<file path="config.mk">
export PLATFORM = sky130hd
export DESIGN_NAME = move_cmd_sequencer
export DESIGN_NICKNAME = d
export VERILOG_FILES = /design/src/rtl/grid_pkg.sv /design/src/rtl/move_cmd_fifo.sv /design/src/rtl/move_cmd_sequencer.sv
export SDC_FILE = /design/constraint.sdc
export NUM_CORES = 1
export LEC_CHECK = 0
export CAP_MARGIN = 5
export CORE_ASPECT_RATIO = 0.5
export CORE_UTILIZATION = 40
export DETAILED_ROUTE_END_ITERATION = 10
export PLACE_DENSITY = 0.7
export SLEW_MARGIN = 10
export SYNTH_ARGS = -nofsm -noshare
export SYNTH_HDL_FRONTEND = slang
export SYNTH_SLANG_ARGS = --single-unit
</file>
<file path="constraint.sdc">
create_clock -name clk -period 6.67 [get_ports clk]
set_input_delay 2.001 -clock clk [delete_from_list [all_inputs] [get_ports clk]]
set_output_delay 2.001 -clock clk [all_outputs]
set_load 0.03 [all_outputs]
</file>
<file path="src/rtl/grid_pkg.sv">
`default_nettype none
// ============================================================================
//  Module      : grid_pkg
//  Description : Shared constants and types for the grid coordinate tracker
//                and its move-command feeder.
//  Revision    : 1.0  initial release
// ============================================================================
package grid_pkg;

    // Direction encodings shared with the tracker
    localparam logic [1:0] DIR_XPOS = 2'b00;
    localparam logic [1:0] DIR_XNEG = 2'b01;
    localparam logic [1:0] DIR_YPOS = 2'b10;
    localparam logic [1:0] DIR_YNEG = 2'b11;

    // Largest move the tracker can absorb in a single clock
    localparam int MAX_STEP = 3;

    // Largest grid coordinate
    localparam int GRID_MAX = 15;

    // Default command length width
    localparam int CMD_LEN_W = 4;

    // Packed move command {dir, len}
    typedef struct packed {
        logic [1:0]           dir;
        logic [CMD_LEN_W-1:0] len;
    } move_cmd_t;

    // Sequencer state: ISSUE while a command still has steps outstanding
    typedef enum logic [0:0] {
        ST_IDLE  = 1'b0,
        ST_ISSUE = 1'b1
    } seq_state_t;

endpackage : grid_pkg
`default_nettype wire

</file>
<file path="src/rtl/move_cmd_fifo.sv">
`default_nettype none
// ============================================================================
//  Module      : move_cmd_fifo
//  Description : Synchronous FIFO with occupancy count. Flush empties it and
//                wins over a push or pop at the same edge. Head entry is
//                presented combinationally from registered storage.
//  Revision    : 1.0  initial release
// ============================================================================
module move_cmd_fifo #(
    parameter int DEPTH  = 4,
    parameter int DATA_W = 6
) (
    input  logic                     clk,
    input  logic                     rst_n,
    input  logic                     push,
    input  logic                     pop,
    input  logic                     flush,
    input  logic [DATA_W-1:0]        wr_data,
    output logic [DATA_W-1:0]        rd_data,
    output logic [$clog2(DEPTH):0]   count,
    output logic                     empty
);

    localparam int                 c_aw    = $clog2(DEPTH);
    localparam logic [c_aw:0]      c_depth = (c_aw+1)'(DEPTH);

    logic [DATA_W-1:0] r_mem [DEPTH];
    logic [c_aw-1:0]   r_wr_ptr;
    logic [c_aw-1:0]   r_rd_ptr;
    logic [c_aw:0]     r_count;
    logic              w_push;
    logic              w_pop;

    // Accept only operations that are legal for the current occupancy
    assign w_push  = push && (r_count != c_depth) && !flush;
    assign w_pop   = pop  && (r_count != '0)      && !flush;

    assign rd_data = r_mem[r_rd_ptr];
    assign count   = r_count;
    assign empty   = (r_count == '0);

    // Storage write; contents need no reset since count gates visibility
    always_ff @(posedge clk) begin
        if (w_push) begin
            r_mem[r_wr_ptr] <= wr_data;
        end
    end

    // Pointer and count update; pointers wrap naturally at power-of-2 depth
    always_ff @(posedge clk or negedge rst_n) begin
        if (!rst_n) begin
            r_wr_ptr <= '0;
            r_rd_ptr <= '0;
            r_count  <= '0;
        end else if (flush) begin
            r_wr_ptr <= '0;
            r_rd_ptr <= '0;
            r_count  <= '0;
        end else begin
            if (w_push) begin
                r_wr_ptr <= r_wr_ptr + 1'b1;
            end
            if (w_pop) begin
                r_rd_ptr <= r_rd_ptr + 1'b1;
            end
            case ({w_push, w_pop})
                2'b10:   r_count <= r_count + 1'b1;
                2'b01:   r_count <= r_count - 1'b1;
                default: r_count <= r_count;
            endcase
        end
    end

endmodule : move_cmd_fifo
`default_nettype wire

</file>
<file path="src/rtl/move_cmd_sequencer.sv">
`default_nettype none
// ============================================================================
//  Module      : move_cmd_sequencer
//  Description : Buffers coarse move commands and slices each one into
//                per-clock chunks of at most MAX_STEP steps for the grid
//                coordinate tracker. All tracker-facing outputs are registered.
//  Revision    : 1.0  initial release
// ============================================================================
module move_cmd_sequencer
    import grid_pkg::*;
#(
    parameter int DEPTH = 4,
    parameter int LEN_W = 4
) (
    input  logic                    clk,
    input  logic                    rst_n,
    input  logic                    cmd_valid,
    output logic                    cmd_ready,
    input  logic [1:0]              cmd_dir,
    input  logic [LEN_W-1:0]        cmd_len,
    input  logic                    flush,
    output logic [1:0]              dir,
    output logic [1:0]              steps,
    output logic                    step_valid,
    output logic                    busy,
    output logic [$clog2(DEPTH):0]  fifo_count
);

    localparam int                     c_cnt_w    = $clog2(DEPTH) + 1;
    localparam logic [c_cnt_w-1:0]     c_depth    = c_cnt_w'(DEPTH);
    localparam logic [LEN_W-1:0]       c_max_step = LEN_W'(MAX_STEP);
    localparam int                     c_data_w   = 2 + LEN_W;

    logic [LEN_W-1:0]    r_rem;
    logic [1:0]          r_dir;
    logic [1:0]          r_steps;
    logic                r_step_valid;

    logic [LEN_W-1:0]    w_rem_nxt;
    logic [1:0]          w_dir_nxt;
    logic [1:0]          w_steps_nxt;
    logic                w_step_valid_nxt;

    logic                w_push;
    logic                w_pop;
    logic [c_data_w-1:0] w_head;
    logic [1:0]          w_head_dir;
    logic [LEN_W-1:0]    w_head_len;
    logic                w_fifo_empty;
    logic [c_cnt_w-1:0]  w_count;
    logic [LEN_W-1:0]    w_src;
    logic [LEN_W-1:0]    w_chunk;
    seq_state_t          w_state;

    // Ready depends only on occupancy, never on cmd_valid
    assign cmd_ready  = rst_n && (w_count < c_depth);
    assign w_push     = cmd_valid && cmd_ready && !flush;

    assign w_head_dir = w_head[LEN_W +: 2];
    assign w_head_len = w_head[LEN_W-1:0];

    move_cmd_fifo #(
        .DEPTH  (DEPTH),
        .DATA_W (c_data_w)
    ) u_fifo (
        .clk     (clk),
        .rst_n   (rst_n),
        .push    (w_push),
        .pop     (w_pop),
        .flush   (flush),
        .wr_data ({cmd_dir, cmd_len}),
        .rd_data (w_head),
        .count   (w_count),
        .empty   (w_fifo_empty)
    );

    // State is implied by whether steps remain; the chunk source follows it
    assign w_state = (r_rem != '0) ? ST_ISSUE : ST_IDLE;
    assign w_src   = (w_state == ST_ISSUE) ? r_rem : w_head_len;
    assign w_chunk = (w_src > c_max_step) ? c_max_step : w_src;

    // Next-state logic: flush first, then continue a command or load a new one
    always_comb begin
        w_rem_nxt        = r_rem;
        w_dir_nxt        = r_dir;
        w_steps_nxt      = 2'd0;
        w_step_valid_nxt = 1'b0;
        w_pop            = 1'b0;
        if (flush) begin
            w_rem_nxt = '0;
        end else begin
            case (w_state)
                ST_ISSUE: begin
                    w_steps_nxt      = w_chunk[1:0];
                    w_rem_nxt        = r_rem - w_chunk;
                    w_step_valid_nxt = 1'b1;
                end
                default: begin
                    if (!w_fifo_empty) begin
                        w_pop            = 1'b1;
                        w_dir_nxt        = w_head_dir;
                        w_steps_nxt      = w_chunk[1:0];
                        w_rem_nxt        = w_head_len - w_chunk;
                        w_step_valid_nxt = (w_head_len != '0);
                    end
                end
            endcase
        end
    end

    // Remaining-step counter and registered tracker outputs
    always_ff @(posedge clk or negedge rst_n) begin
        if (!rst_n) begin
            r_rem        <= '0;
            r_dir        <= DIR_XPOS;
            r_steps      <= 2'd0;
            r_step_valid <= 1'b0;
        end else begin
            r_rem        <= w_rem_nxt;
            r_dir        <= w_dir_nxt;
            r_steps      <= w_steps_nxt;
            r_step_valid <= w_step_valid_nxt;
        end
    end

    assign dir        = r_dir;
    assign steps      = r_steps;
    assign step_valid = r_step_valid;
    assign fifo_count = w_count;
    assign busy       = r_step_valid || (r_rem != '0) || (w_count != '0);

endmodule : move_cmd_sequencer
`default_nettype wire
</file>
==> metrics.csv <==
stage,metric,value,unit
outcome,outcome,finished clean,
yosys,Synth cell types,34,
cells_and_area,"most common cell after layout, fill and taps aside",edfxtp_1,
sta,relative slew slack,67.3,%
cts,root buf cell,clkbuf_8,
worst_setup_path,"slowest stage delay, CP",680,ps
floorplan,Ports,20,
cells_and_area,"commonest non-fill, non-tap cells in the layout","edfxtp_1, clkdlybuf4s50_1, dfrtp_1, nor2_1, a21oi_1",
cts,H-tree levels,2,
global_routing,largest net degree at the start of global routing,19,
worst_setup_path,CP Max Fanout,2,
floorplan,die height,49.1,um
cells_and_area,antenna cells,0,
worst_hold_path,cell depth of the worst min-delay path,1,
worst_setup_path,critical path endpoint category,primary output,
power,total power,0.000954,W
sta,Max Fclk,187,MHz
sta,crit share post-route,80.3,%
sta,setup tns final,0,ps
sta,final hold vios,0,
worst_setup_path,worst-path cell chain,clkdlybuf4s50_1 -> nor2b_1 -> clkdlybuf4s50_1,
worst_setup_path,Worst setup SP type,input port,
worst_setup_path,CP dominant cell by count,clkdlybuf4s50_1,
worst_hold_path,Hold Startpoint,dir[1],
floorplan,Initial Util,43.6,%
drt,DR vias,1036,
yosys,main flop type after synthesis,edfxtp_1,
worst_setup_path,worst reg-to-reg setup slack,4380,ps
yosys,post-synthesis instance area,0.00177,mm2
worst_setup_path,Reg2Reg Launch Point,u_fifo.count[2],
yosys,"Seq/Total Area, Yosys",63.3,%
cells_and_area,# nets final,159,
run,max cap viols,0,
worst_hold_path,worst min path class,reg2reg,
cts,total setup buffers inserted after CTS,0,
drt,Avg WL per Cell,15.8,um
yosys,Seq cells post-synth,40,
drt,iteration-0 DRC count of the detailed router,88,
sta,endpoints failing setup,0,
worst_setup_path,Crit path buffers/inverters,2,
cts,Clock Latency Late Sink,300,ps
global_routing,gr usage total,15.7,%
worst_setup_path,Worst Path Required,4670,ps
cts,CTS Buf Count,5,
cts,hold-fix buffers at CTS,0,
power,pwr dens,450,mW/mm2
sta,Least-Margin Pin Slew,486,ps
place,dpl hpwl,2220,um
cts,Clock Tree Buf Depth,2,
worst_hold_path,hold path endpoint,dir[1],
cells_and_area,layout cell share with drive strength beyond 1,15.3,%
floorplan,Die X,96.1,um
cts,CTS tree,built,
drt,DRT antenna net count,0,
floorplan,Rows,16,
worst_setup_path,Reg2Reg Depth,6,
worst_setup_path,WS Path Type,in2out,
global_routing,number of global-route vias before repair,1086,
global_routing,initial antenna violation count,0,
drt,drc violations,0,
yosys,number of synthesized flops with an enable pin,24,
yosys,syn nets,137,
sta,RSZ-0062 raised after global routing,no,
power,Worst IR Drop VDD,0.000119,V
power,Leak,0.779,nW
cts,Post-CTS Resized,0,
place,# port buffers,19,
floorplan,core region area,0.00406,mm2
cts,CTS sink count,40,
yosys,Mapped Cells,121,
global_routing,first-pass GRT wire length,5200,um
floorplan,Die Area,0.00472,mm2
worst_setup_path,Crit path max-delay family,buffers and inverters,
sta,fin. max-slew vios,0,
drt,vias per inst,5.23,
sta,fin crit period,5350,ps
worst_setup_path,CP arrival,3350,ps
yosys,Post-synth ARST share,40.0,%
cells_and_area,P&R area growth vs syn,19.5,%
global_routing,grt total ovfl,0,
drt,first drt pass iteration count,4,
sta,Final Skew,5.42,ps
yosys,Post-Syn Area per Cell,14.6,um2
worst_setup_path,"Slowest-stage cell, CP",clkdlybuf4s50_1,
worst_setup_path,Critical R2R Capture,u_fifo.count[2],
cts,"CTS clk-pin slew, worst paths",70,ps
place,Final GP Congestion,0.862,
yosys,Ys Warns,0,
drt,DRT Wirelength,3120,um
[how the worst max path moves through the flow]
stage,from,end,cells after the start
2_1_floorplan,rst_n,cmd_ready,1
3_3_place_gp,rst_n,cmd_ready,3
3_5_place_dp,rst_n,cmd_ready,3
4_1_cts,rst_n,cmd_ready,3
5_1_grt,rst_n,cmd_ready,3
6_report,rst_n,cmd_ready,3
[synthesized netlist by cell type (2+ instances only)]
cell | count | share of area (%)
xor2_1 | 2 | 0.99
o21a_1 | 3 | 1.3
nor2_1 | 9 | 1.9
clkbuf_1 | 3 | 0.64
edfxtp_1 | 24 | 41
and2_1 | 4 | 1.4
xnor2_1 | 2 | 0.99
o21ai_0 | 3 | 0.85
ha_1 | 5 | 3.5
inv_1 | 3 | 0.64
or3_1 | 2 | 0.71
mux2_2 | 2 | 1.3
nor3_1 | 5 | 1.4
a21oi_1 | 9 | 2.5
dfrtp_1 | 16 | 23
mux4_2 | 6 | 7.6
or4_1 | 2 | 0.85
nand2_1 | 5 | 1.1
[registers in the layout (all words and copies together) (netlist names)]
| signal | flops |
|---|---|
| u_fifo.r_mem | 24 |
| steps | 2 |
| u_fifo.r_rd_ptr | 2 |
| step_valid | 1 |
| u_fifo.count | 3 |
| u_fifo.r_wr_ptr | 2 |
| r_rem | 4 |
| dir | 2 |
[metrics by stage]
step                util, %  area (um2)  setup WS, ps  instances  hold WS, ps
floorplan                 -        1770          2210        121          543
finish                 52.1        2120          1320        198          512
CTS                    52.1        2120          1310        198          517
detailed placement     49.4        2010          1310        190          500
global route           52.1        2120          1260        198          551
global placement       49.4        2010          1300        190          493
[where the power goes]
group / internal, W / switching [W] / total (W)
sequential: 0.000303 / 0.0000449 / 0.000348
clock: 0.000111 / 0.0000830 / 0.000194
combinational: 0.000180 / 0.000232 / 0.000411
total: 0.000594 / 0.000360 / 0.000954
[layer usage]
layer,track usage (%),up-vias,wire length [um]
li1,-,491,-
met1,20.9,520,1470
met2,22.7,22,1450
met3,6.85,3,171
met4,5.97,0,31
met5,0,-,0
[final cells by class]
cell class	count	area (um2)
Clock inverter	2	35.0
Timing Repair Buffer	20	198
Sequential cell	40	1120
Fill cell	354	1950
Tap cell	54	67.6
Multi-Input combinational cell	73	612
Inverter	3	11.3
Clock buffer	6	72.6
[kinds of logic (layout without fill, tap and decap cells)]
logic type / Yosys count / in the layout / synth area share [%]
flip-flops: 40 / 40 / 63.3
XOR/XNOR: 4 / 4 / 1.98
adder cells (fa/ha/maj): 6 / 6 / 4.66
AO/OA/AOI/OAI: 19 / 19 / 6.71
AND/OR/NAND/NOR: 36 / 36 / 12.3
buffers and inverters: 8 / 31 / 2.19
multiplexers: 8 / 8 / 8.90
No activity file was read; power rests on OpenSTA's default activity.
